$ cat config.mk
export PLATFORM = sky130hd
export DESIGN_NAME = ext_pipe
export DESIGN_NICKNAME = d
export VERILOG_FILES = /design/src/rtl/ext_pipe.sv
export SDC_FILE = /design/constraint.sdc
export NUM_CORES = 1
export LEC_CHECK = 0
export CORE_MARGIN = 4
export CORE_UTILIZATION = 50
export CTS_BUF_LIST = sky130_fd_sc_hd__clkbuf_4
export DETAILED_ROUTE_END_ITERATION = 7
export PLACE_DENSITY = 0.74
export SYNTH_ARGS = -nofsm -noshare
export SYNTH_HDL_FRONTEND = slang
export SYNTH_SLANG_ARGS = --single-unit
$ cat constraint.sdc
create_clock -name clk -period 2.66 [get_ports clk]
set_input_delay 0.532 -clock clk [delete_from_list [all_inputs] [get_ports clk]]
set_output_delay 0.532 -clock clk [all_outputs]
set_load 0.005 [all_outputs]
$ cat src/rtl/ext_pipe.sv
// ext_pipe -- pipelined immediate / load-data extension unit.
//
// Computes one of eight extension modes on an accepted request, registers the
// result (and its misalignment flag) for one cycle, and hands it downstream
// over a valid/ready handshake. A one-entry skid buffer keeps in_ready a pure
// register decode so producer and consumer can stall independently.
//
// Ports:
//   clk        rising-edge clock
//   reset      asynchronous active-high reset
//   flush      synchronous discard of held and same-cycle incoming work
//   in_valid   request present          in_ready   unit can accept (!skid full)
//   ExtOp      extension mode (0..7)    In         immediate or raw load word
//   Addr       byte offset for byte/halfword modes
//   out_valid  Ext/out_err hold a result
//   out_ready  consumer accepts the result
//   Ext        extended result          out_err    misaligned halfword access
module ext_pipe #(
  parameter int  DW = 32,
  parameter int  IW = 16,
  localparam int AW = $clog2(DW / 8)
) (
  input  logic          clk,
  input  logic          reset,
  input  logic          flush,
  input  logic          in_valid,
  output logic          in_ready,
  input  logic [2:0]    ExtOp,
  input  logic [DW-1:0] In,
  input  logic [AW-1:0] Addr,
  output logic          out_valid,
  input  logic          out_ready,
  output logic [DW-1:0] Ext,
  output logic          out_err
);

  typedef enum logic [2:0] {
    OP_ZEXT_IMM = 3'd0,
    OP_SEXT_IMM = 3'd1,
    OP_UPPER    = 3'd2,
    OP_SEXT_B   = 3'd3,
    OP_ZEXT_B   = 3'd4,
    OP_SEXT_H   = 3'd5,
    OP_ZEXT_H   = 3'd6,
    OP_PASS     = 3'd7
  } op_e;

  // Occupancy of the two slots: output register and skid register.
  typedef enum logic [1:0] {
    EMPTY = 2'd0,
    ONE   = 2'd1,
    FULL  = 2'd2
  } occ_e;

  occ_e state_q, state_d;

  logic [DW-1:0] ext_q, skid_ext_q, new_ext;
  logic          err_q, skid_err_q, new_err;
  logic [7:0]    sel_byte;
  logic [15:0]   sel_half;
  logic          accept, pop;
  logic          load_out, load_skid, skid_to_out;

  // ---------------------------------------------------------------------------
  // Extension datapath (evaluated only at acceptance; result is then held)
  // ---------------------------------------------------------------------------
  // Little-endian lane select; the halfword lane ignores Addr[0] so that a
  // misaligned access still returns the containing aligned halfword.
  assign sel_byte = In[{Addr, 3'b000} +: 8];
  assign sel_half = In[{Addr[AW-1:1], 4'b0000} +: 16];

  always_comb begin
    // NOTE: every output of a combinational block gets a default first, so no
    // path through the case can leave it unassigned and infer a latch.
    new_ext = '0;
    new_err = 1'b0;
    unique case (op_e'(ExtOp))
      OP_ZEXT_IMM: new_ext = {{(DW-IW){1'b0}}, In[IW-1:0]};
      OP_SEXT_IMM: new_ext = {{(DW-IW){In[IW-1]}}, In[IW-1:0]};
      OP_UPPER:    new_ext = {In[IW-1:0], {(DW-IW){1'b0}}};
      OP_SEXT_B:   new_ext = {{(DW-8){sel_byte[7]}}, sel_byte};
      OP_ZEXT_B:   new_ext = {{(DW-8){1'b0}}, sel_byte};
      OP_SEXT_H: begin
        new_ext = {{(DW-16){sel_half[15]}}, sel_half};
        new_err = Addr[0];
      end
      OP_ZEXT_H: begin
        new_ext = {{(DW-16){1'b0}}, sel_half};
        new_err = Addr[0];
      end
      OP_PASS:     new_ext = In;
      default:     new_ext = '0;
    endcase
  end

  // ---------------------------------------------------------------------------
  // Occupancy control
  // ---------------------------------------------------------------------------
  assign in_ready  = (state_q != FULL);
  assign out_valid = (state_q != EMPTY);
  assign accept    = in_valid && in_ready && !flush;
  assign pop       = out_valid && out_ready;

  always_ff @(posedge clk or posedge reset) begin
    // NOTE: sequential state uses non-blocking assignments so every register
    // samples pre-edge values regardless of block evaluation order.
    if (reset) state_q <= EMPTY;
    else       state_q <= state_d;
  end

  always_comb begin
    state_d     = state_q;
    load_out    = 1'b0;
    load_skid   = 1'b0;
    skid_to_out = 1'b0;
    if (flush) begin
      state_d = EMPTY;
    end else begin
      unique case (state_q)
        EMPTY: if (accept) begin
          state_d  = ONE;
          load_out = 1'b1;
        end
        ONE: begin
          if (accept && pop) begin
            load_out = 1'b1;
          end else if (accept) begin
            // Consumer stalled: keep the output stable, park the new result.
            state_d   = FULL;
            load_skid = 1'b1;
          end else if (pop) begin
            state_d = EMPTY;
          end
        end
        FULL: if (pop) begin
          state_d     = ONE;
          skid_to_out = 1'b1;
        end
        default: state_d = EMPTY;
      endcase
    end
  end

  // ---------------------------------------------------------------------------
  // Result storage
  // ---------------------------------------------------------------------------
  always_ff @(posedge clk or posedge reset) begin
    // NOTE: data registers are reset as well as the valid bits, because Ext and
    // out_err must read zero immediately on reset, not only once a valid arrives.
    if (reset) begin
      ext_q      <= '0;
      err_q      <= 1'b0;
      skid_ext_q <= '0;
      skid_err_q <= 1'b0;
    end else begin
      if (load_out) begin
        ext_q <= new_ext;
        err_q <= new_err;
      end else if (skid_to_out) begin
        ext_q <= skid_ext_q;
        err_q <= skid_err_q;
      end
      if (load_skid) begin
        skid_ext_q <= new_ext;
        skid_err_q <= new_err;
      end
    end
  end

  assign Ext     = ext_q;
  assign out_err = err_q;

endmodule

==> summary.txt, run 1 <==
Outcome
  – Status: finished, final reports clean

Drt
  – Number of DRC markers in iteration 0: roughly 240
  – Vias: approximately 3400
  – Routed wire per std cell: around 18 microns
  – DR vias/cell: roughly 5.8
  – Residual DRC: 0
  – Routed wire length: just over 10000 microns
  – Iteration count of the initial detailed-routing pass: 5
  – ANT nets after route: 0

Critical path
  – RR Endpoint: Ext[24]$_DFFE_PP0P_
  – Worst-path fanout max: 16
  – Endpoint class of the critical path: register
  – Worst path slowest cell: nor2_1
  – Reg2reg start: state_q[1]$_DFFE_PP0P_
  – Reg-to-reg slack, setup: approximately 0.75 ns
  – Chain of cells forming the critical path: clkdlybuf4s50_1 -> nor2_1 -> a22o_1 -> nand2_1 -> a32oi_1
  – Crit Path Class: primary input to register
  – Critical path buffer and inverter count: 1
  – Worst EP required: roughly 3 ns
  – R2R depth: 5
  – Crit start category: primary input
  – Worst path max stage delay: roughly 0.86 ns
  – WP data arrival: between 2 and 3 ns
  – Top delay family on crit path: simple AND/OR/NAND/NOR gates

GRT
  – Initial antenna violation count: 0
  – Vias in the first global route: 3223
  – Total grt overflow: 0
  – GR Util All Layers: a little under a quarter
  – First-pass GRT wire length: about 16000 microns
  – Largest net degree at the start of global routing: 32

Synthesis
  – Yosys warns: 0
  – Syn Inst Count: 400
  – Mapped Nets: around 440
  – Register area share after synthesis: between 40% and 50%
  – Share of the synthesized area in the top cell type: between 40% and 50%
  – Yosys top cell by area: dfrtp_1
  – Mapped Area: approximately 3800 sq um
  – Ys flop type: dfrtp_1
  – Synth unique cells: 42
  – Syn_area_per_cell: roughly 9.4 sq um
  – Number of synthesized register bits: between 60 and 70
  – Post-synth EDFFs: 0
  – Main area contributors after synthesis: dfrtp_1, nand2_1, a32oi_2
  – Asr flop ratio synth: 100%

Clock tree
  – Post-CTS Resized: 0
  – CTS tree: built
  – Clock sink count: 68
  – Later-pin clock latency in the skew report: approximately 0.42 ns
  – CTS H-tree depth: 3
  – Clock Tree Root: clkbuf_4
  – CTS Buffer Depth: 2
  – Clk slew on worst S/H paths: around 0.11 ns
  – # Post-CTS Setup Buffers: 0
  – TritonCTS buffer count: 9
  – Cts hold-fix bufs: 0

Timing
  – RSZ-0062 raised after global routing: false
  – Max Slew Vio Count: 0
  – Fmax: about 450 MHz
  – Slew @ Worst Pin: around 1.1 ns
  – Worst hold slack: 0.490 ns
  – Final Critical Period: roughly 2.2 ns
  – Final setup violation count: 0
  – Period utilization: between 80% and 90%
  – Fin Setup TNS: 0 ns
  – Clk_skew: between 0.01 and 0.015 ns
  – Final Hold Fails: 0
  – Rel. slew slack: a little under 30%

Placed design
  – Number of port buffers: 76
  – DPL Wire Length: 7600 microns
  – Placer congestion estimate: 0.960
  – Placed Area: 4690 sq um

Power and ir drop
  – Final Power: between 2 and 3 mW
  – Worst IR Drop VDD: 0.277 mV
  – Static Leak: 2.01 nW
  – Pwr per Cell Area: between 600 and 700 nW/um^2

Floorplanning
  – FP Rows: 31
  – Core Region: approximately 7300 sq um
  – Die area: just under 9000 sq um
  – Top Ports: between 70 and 80
  – Die H: between 90 and 100 microns
  – Die width: 94.6 microns
  – Initial core utilization: approximately half

Final layout
  – Fill count: a little over 600
  – Final instance area: ~4800 sq um
  – Antenna Cells: 0
  – Nets@finish: about 520
  – Ratio of cells with drive above 1 in the final layout: 15.5%
  – Layout area overhead: 28.5%
  – Post-layout util: 66.1%

Hold path
  – Hold Crit Endpoint: skid_ext_q[5]$_DFFE_PP0P_
  – Hold Crit Class: register to register
  – WHS Path Cells: 2
  – Hold path startpoint: skid_ext_q[5]$_DFFE_PP0P_

Job
  – Max cap viols: 0
[logic make-up after synthesis]
kind of cell	after synthesis	share of synthesized area, %
AO/OA/AOI/OAI	124	25.7
multiplexers	20	5.97
XOR/XNOR	1	0.233
adder cells (fa/ha/maj)	1	0.267
AND/OR/NAND/NOR	148	17.1
buffers and inverters	38	5.37
flip-flops	68	45.3
[registers in the layout, summed over array words and instances, names as in the netlist]
signal and flops:
Ext 32, skid_ext_q 32, state_q 2, out_err 1, skid_err_q 1
[layout make-up]
class / count / area, sq um / area share (%)
inverters: 6 / 22.5 / 0.467
clock inverters: 5 / 52.6 / 1.09
clock buffers: 11 / 82.6 / 1.71
repair buffers: 101 / 986 / 20.4
flip-flops and latches: 68 / 1700 / 35.3
well taps: 99 / 124 / 2.57
multi-input cells: 294 / 1850 / 38.4
[per-stage QoR]
stage          std cells  setup WS (ns)
2_1_floorplan        400          0.416
3_3_place_gp         568          0.101
3_5_place_dp         568         0.0409
4_1_cts              584          0.473
5_1_grt              584          0.295
6_report             584          0.440
[power breakdown]
group	switching [mW]	total, mW	internal [mW]
registers	0.130	1.41	1.28
logic	0.374	0.854	0.480
clock network	0.374	0.677	0.303
[cell usage in the layout, fill, tap and decap left out, drive strengths merged, types with 9 or more instances in the layout]
master | netlist | final
a21oi | 31 | 31
nand2 | 91 | 91
dfrtp | 68 | 68
clkdlybuf4s50 | 0 | 76
a22o | 17 | 17
mux2i | 10 | 10
nor2b | 10 | 10
nor2 | 27 | 27
clkbuf | 23 | 11
buf | 9 | 25
mux2 | 9 | 9
o21ai | 27 | 27
a32oi | 24 | 24
[synthesized netlist by cell type, types with 4 or more instances]
library cell	n
nand2_1	91
dfrtp_1	68
nor2_1	27
o21ai_0	26
a21oi_1	23
clkbuf_1	23
a22o_1	17
a32oi_1	14
a32oi_2	10
mux2i_1	10
mux2_2	9
a21oi_2	8
nor2b_1	8
a22oi_1	7
a222oi_1	6
buf_6	6
inv_1	6
nand2b_1	4
nand3_1	4
nor3_1	4
[worst register-to-register path, delay by kind of cell, from the launching register on]
| kind | cells | cell delay, ns |
|---|---|---|
| and+or+nand+nor | 3 | 0.85 |
| DFF | 1 | 0.44 |
| buffers and inverters | 1 | 0.40 |
| AOI/OAI and AO/OA | 1 | 0.11 |
[routing by layer]
metal / GRT usage (%) / wire length, microns / up-vias
met1: 32.7 / 4470 / 1624
met2: 36.9 / 4930 / 138
met4: 10.6 / 273 / 0
met3: 4.14 / 656 / 22
met5: 0 / 0 / -
li1: - / - / 1610
[how the worst max path moves through the flow]
stage	start	endpoint	depth (start not counted)
after floorplan	reset	Ext[0]$_DFFE_PP0P_	1
after global placement	ExtOp[2]	Ext[22]$_DFFE_PP0P_	5
after detailed placement	ExtOp[2]	Ext[22]$_DFFE_PP0P_	5
after CTS	state_q[1]$_DFFE_PP0P_	in_ready	3
after global routing	ExtOp[2]	Ext[22]$_DFFE_PP0P_	5
final	ExtOp[2]	Ext[22]$_DFFE_PP0P_	5
(Power assumes the default switching activity.)
==> run 2: changes to the inputs <==
clock period = 2.1 ns   (was 2.66 ns; I/O delays follow)
==> summary.txt, run 2 (same netlist as run 1, synthesis figures left out) <==
Drt
  – Routed wire length: 10700 microns (+3.2%)
  – DR vias/cell: 5.80 (-0.28%)
  – Number of DRC markers in iteration 0: 286 (+21%)
  – ANT nets after route: 0 (unchanged)
  – Routed wire per std cell: 17.6 microns (-0.52%)
  – Iteration count of the initial detailed-routing pass: 5 (unchanged)
  – Vias: 3512 (+3.5%)
  – Residual DRC: 0 (unchanged)

Critical path
  – Top delay family on crit path: buffers and inverters
  – Worst path max stage delay: 0.49 ns (-0.37 ns)
  – WP data arrival: 1.60 ns (-0.96 ns)
  – Crit start category: register
  – Endpoint class of the critical path: primary output
  – Critical path buffer and inverter count: 2 (+1)
  – Worst EP required: 1.68 ns (-1.32 ns)
  – Worst path slowest cell: clkdlybuf4s50_1
  – Worst-path fanout max: 6 (-10)
  – Crit Path Class: register to primary output
  – Chain of cells forming the critical path: nor2b_2 -> inv_1 -> clkdlybuf4s50_1

Power and ir drop
  – Static Leak: 2.12 nW (+5.4%)
  – Pwr per Cell Area: 745 nW/um^2 (+22%)
  – Worst IR Drop VDD: 0.404 mV (+45%)

Floorplanning
  – FP Rows: 31 (unchanged)
  – Die width: 94.6 microns (unchanged)
  – Initial core utilization: 51.5% (unchanged)
  – Die H: 94.6 microns (unchanged)
  – Core Region: 7290 sq um (unchanged)
  – Top Ports: 77 (unchanged)
  – Die area: 8950 sq um (unchanged)

Final layout
  – Multi-input logic area: 1870 sq um (+0.94%)
  – FF/Latch Area: 1700 sq um (about the same)
  – Antenna Cells: 0 (unchanged)
  – Layout area overhead: 34.5%
  – Ratio of cells with drive above 1 in the final layout: 20.1% (+4.7 points)
  – Fill count: 585 (-6.1%)
  – Most frequent cells in the layout: nand2_1, clkdlybuf4s50_1, dfrtp_1
  – Most common cell after layout, fill and taps aside: nand2_1
  – Nets@finish: 544 (+4.2%)

Timing
  – Clk_skew: 0.0130 ns (-0.000655 ns)
  – Final Hold Fails: 0 (unchanged)
  – Final setup violation count: 0 (unchanged)
  – Final Critical Period: 2.02 ns
  – Max Slew Vio Count: 0 (unchanged)
  – Slew @ Worst Pin: 0.664 ns (-0.392 ns)
  – Final WS setup: 0.0810 ns (-0.359 ns)
  – Rel. slew slack: 55.7% (+26 points)
  – Fmax: between 400 and 500 MHz
  – Worst hold slack: 0.374 ns (-0.116 ns)
  – Period utilization: 96.1%

Clock tree
  – CTS tree: built
  – CTS H-tree depth: 3 (unchanged)
  – CTS Buffer Depth: 2 (unchanged)
  – TritonCTS buffer count: 9 (unchanged)
  – Later-pin clock latency in the skew report: 0.41 ns (about the same)
  – Clock Tree Root: clkbuf_4
  – Clk slew on worst S/H paths: 0.12 ns (about the same)
  – Clock sink count: 68 (unchanged)

Placed design
  – Placer congestion estimate: 0.991 (+3.2%)
  – DPL Wire Length: 7830 microns (+3.1%)
  – Post-Place Setup Slack: -0.378 ns (-0.419 ns)
  – Number of port buffers: 76 (unchanged)

GRT
  – Vias in the first global route: 3379 (+4.8%)
  – Total grt overflow: 0 (unchanged)
  – GR Util All Layers: 24.4% (+0.65 points)
  – First-pass GRT wire length: 17100 microns (+4.6%)
  – Largest net degree at the start of global routing: 44 (+38%)
  – Initial antenna violation count: 0 (unchanged)

Job
  – Max cap viols: 0 (unchanged)

Hold path
  – Hold Crit Class: primary input to async pin

Outcome
  – Status: finished, final reports clean
run 2: cell types whose count changed in the layout (fill, tap and decap cells not counted), sizes merged:
cell      before  now
clkinv         3    4
clkinvlp       1    3
buf           25   47
clkbuf        11    9
inv            6    5
run 2: worst register-to-register path, cell delays in order (launching register included):
cell	delay, ns
dfrtp_1	0.46
nand2b_1	0.19
nor3_2	0.20
and2_1	0.21
nor2b_4	0.17
buf_12	0.16
a21oi_1	0.08
run 2: worst paths after layout:
path	startpoint	endpoint	slack (ns)	cells past startpoint
max in group asynchronous	reset	skid_ext_q[12]$_DFFE_PP0P_	1.22	3
worst max register to register	state_q[1]$_DFFE_PP0P_	skid_ext_q[27]$_DFFE_PP0P_	0.51	6
worst min register to register	skid_ext_q[7]$_DFFE_PP0P_	skid_ext_q[7]$_DFFE_PP0P_	0.49	2
worst max-delay path	state_q[1]$_DFFE_PP0P_	in_ready	0.08	3
worst min-delay path	reset	Ext[16]$_DFFE_PP0P_	0.37	2
min in group clk	skid_ext_q[7]$_DFFE_PP0P_	skid_ext_q[7]$_DFFE_PP0P_	0.49	2
run 2: repair_timing:
item,in CTS,in global routing
endpoints found under the hold margin,0,0
hold buffers,0,0
setup buffers,0,0
endpoints found under the setup margin,0,27
resized for setup,0,6
run 2: metal layers:
layer	global-route usage (%)	share of wire [%]	wire [microns]
met4	7.09	1.5	159
met2	40.3	50	5350
met5	0	0	0
met1	33.3	42	4470
met3	3.90	6.4	685
run 2: cell type report:
cell class	instances	share of cell area (%)
Sequential cell	68	33.7
Tap cell	99	2.45
Timing Repair Buffer	123	23.5
Inverter	6	0.520
Clock inverter	7	1.34
Multi-Input combinational cell	294	37.1
Clock buffer	9	1.34
run 2: report_power, final:
group	switching (mW)	internal, mW
registers	0.166	1.62
clock network	0.491	0.356
logic	0.491	0.640
total	1.15	2.61
run 2: per-stage QoR:
step | TNS (ns) | power (mW) | cells | util [%] | area (sq um)
global placement | -16.38 | 2.89 | 590 | 67.1 | 4890
CTS | 0 | 3.78 | 606 | 69.0 | 5030
detailed placement | -19.63 | 2.94 | 590 | 67.1 | 4890
floorplan | 0 | 2.36 | 400 | - | 3760
finish | 0 | 3.76 | 606 | 69.2 | 5050
global route | -0.00706 | 3.98 | 606 | 69.2 | 5050
==> run 3: changes to the inputs <==
CORE_UTILIZATION = 30   (was 50)
PLACE_DENSITY = 0.48   (was 0.74)
clock period = 2.4 ns   (was 2.1 ns; I/O delays follow)
==> summary.txt, run 3 (same netlist as run 1, synthesis figures left out) <==
Outcome
  – Status: finished, final reports clean

Drt
  – Routed wire per std cell: 17.5 microns (-0.51%)
  – Residual DRC: 0 (unchanged)
  – Number of DRC markers in iteration 0: 187 (-35%)
  – Routed wire length: 11700 microns (+9.3%)
  – DR vias/cell: 5.08 (-12%)
  – Iteration count of the initial detailed-routing pass: 4 (-1)
  – ANT nets after route: 0 (unchanged)
  – Vias: 3380 (-3.8%)

Placed design
  – DPL Wire Length: 8800 microns (+12%)
  – Post-Place Setup Slack: -0.158 ns (+0.219 ns)
  – Placed Area: 4880 sq um (-0.36%)
  – Number of port buffers: 76 (unchanged)
  – Placer congestion estimate: 0.846 (-15%)

Clock tree
  – CTS H-tree depth: 3 (unchanged)
  – Later-pin clock latency in the skew report: 0.43 ns (+0.02 ns)
  – CTS Buffer Depth: 2 (unchanged)
  – TritonCTS buffer count: 9 (unchanged)
  – # Post-CTS Setup Buffers: 0 (unchanged)
  – CTS tree: built
  – Cts hold-fix bufs: 0 (unchanged)
  – Clk slew on worst S/H paths: 0.11 ns (about the same)
  – Clock sink count: 68 (unchanged)
  – Post-CTS Resized: 0 (unchanged)
  – Clock Tree Root: clkbuf_4

Critical path
  – Chain of cells forming the critical path: nor2b_1 -> inv_1 -> clkdlybuf4s50_1
  – Worst EP required: 1.92 ns (+0.24 ns)
  – R2R depth: 6 (unchanged)
  – Crit start category: register
  – Crit Path Class: register to primary output
  – Critical path buffer and inverter count: 2 (unchanged)
  – WP data arrival: 1.64 ns (+0.04 ns)
  – RR Endpoint: Ext[22]$_DFFE_PP0P_
  – Reg2reg start: state_q[1]$_DFFE_PP0P_
  – Worst-path fanout max: 6 (unchanged)
  – Reg-to-reg slack, setup: 0.77 ns (+0.26 ns)
  – Endpoint class of the critical path: primary output
  – Worst path max stage delay: 0.44 ns (-0.05 ns)
  – Worst path slowest cell: clkdlybuf4s50_1
  – Top delay family on crit path: buffers and inverters

Power and ir drop
  – Worst IR Drop VDD: 0.319 mV (-21%)
  – Static Leak: 2.08 nW (-1.8%)
  – Pwr per Cell Area: 675 nW/um^2 (-9.4%)

Timing
  – Max Slew Vio Count: 0 (unchanged)
  – Rel. slew slack: 53.3% (-2.5 points)
  – Final setup violation count: 0 (unchanged)
  – Slew @ Worst Pin: 0.696 ns (+0.0324 ns)
  – Fmax: ~470 MHz
  – Clk_skew: 0.0133 ns (+0.000307 ns)
  – Final Hold Fails: 0 (unchanged)
  – Final Critical Period: 2.12 ns
  – Final WS setup: 0.281 ns (+0.200 ns)
  – RSZ-0062 raised after global routing: false
  – Period utilization: about nine tenths

Hold path
  – Hold Crit Class: primary input to async pin

Floorplanning
  – Top Ports: 77 (unchanged)
  – Initial core utilization: 31.0% (-20 points)
  – Die width: 120 microns (+27%)
  – Die H: 120 microns (+27%)
  – Core Region: 12100 sq um (+66%)
  – FP Rows: 40 (+29%)
  – Die area: 14400 sq um (+60%)

GRT
  – Vias in the first global route: 3461 (+2.4%)
  – GR Util All Layers: 16.8% (-7.7 points)
  – Largest net degree at the start of global routing: 47 (+6.8%)
  – First-pass GRT wire length: 19000 microns (+11%)
  – Initial antenna violation count: 1 (+1)
  – Total grt overflow: 0 (unchanged)

Final layout
  – Most frequent cells in the layout: nand2_1, clkdlybuf4s50_1, dfrtp_1
  – Final instance area: 5040 sq um (-0.20%)
  – Layout area overhead: 34.3%
  – Most common cell after layout, fill and taps aside: nand2_1
  – Ratio of cells with drive above 1 in the final layout: 17.3% (-2.8 points)
  – Nets@finish: 534 (-1.8%)

Job
  – Max cap viols: 0 (unchanged)
==> run 3: changes by cell type in the layout (fill, tap and decap cells not counted), sizes merged <==
cell      delta
clkbuf       +2
clkinvlp     -2
inv          +1
clkinv       -2
diode        +1
buf         -10
bufinv       +1
==> run 3: tightest hold or removal path, stage by stage <==
cell and delay (ns):
clkdlybuf4s50_1 0.41, inv_2 0.11, buf_12 0.18
==> run 3: cell type report <==
| type | instances | area (sq um) |
|---|---|---|
| Timing Repair Buffer | 113 | 1090 |
| Clock inverter | 5 | 76.3 |
| Fill cell | 1261 | 7070 |
| Multi-Input combinational cell | 294 | 1850 |
| Antenna cell | 1 | 2.50 |
| Sequential cell | 68 | 1700 |
| Inverter | 6 | 22.5 |
| Tap cell | 168 | 210 |
| Clock buffer | 11 | 82.6 |
==> run 3: worst max path at each step <==
stage / start / to / slack, ns / depth (start not counted)
6_report: state_q[1]$_DFFE_PP0P_ / in_ready / 0.28 / 3
3_3_place_gp: Addr[0] / Ext[1]$_DFFE_PP0P_ / -0.14 / 6
3_5_place_dp: Addr[0] / Ext[22]$_DFFE_PP0P_ / -0.16 / 7
4_1_cts: state_q[1]$_DFFE_PP0P_ / in_ready / 0.23 / 3
2_1_floorplan: reset / Ext[0]$_DFFE_PP0P_ / 0.21 / 1
5_1_grt: state_q[1]$_DFFE_PP0P_ / in_ready / 0.13 / 3
==> run 3: layer usage <==
| layer | track usage [%] | routed length [microns] | vias up |
|---|---|---|---|
| met1 | 22.2 | 5280 | 1647 |
| met5 | 0 | 0 | - |
| met3 | 3.63 | 550 | 13 |
| met2 | 27.5 | 5640 | 93 |
| met4 | 5.23 | 184 | 0 |
| li1 | - | - | 1627 |
==> run 3: stage by stage <==
step	std cells	hold WS, ns	TNS [ns]	util, %	total power [mW]
after CTS	665	0.381	0	41.6	3.45
after global routing	666	0.386	0	41.6	3.63
after detailed placement	649	0.469	-4.36	40.3	2.57
after global placement	649	0.459	-3.46	40.3	2.54
after floorplan	400	0.446	0	-	2.06
final	666	0.404	0	41.6	3.40
==> run 3: where the power goes <==
part	switching (mW)	internal (mW)	leakage (nW)	total, mW
combinational	0.423	0.545	1.18	0.969
sequential	0.145	1.42	0.817	1.56
clock	0.433	0.441	0.0845	0.874
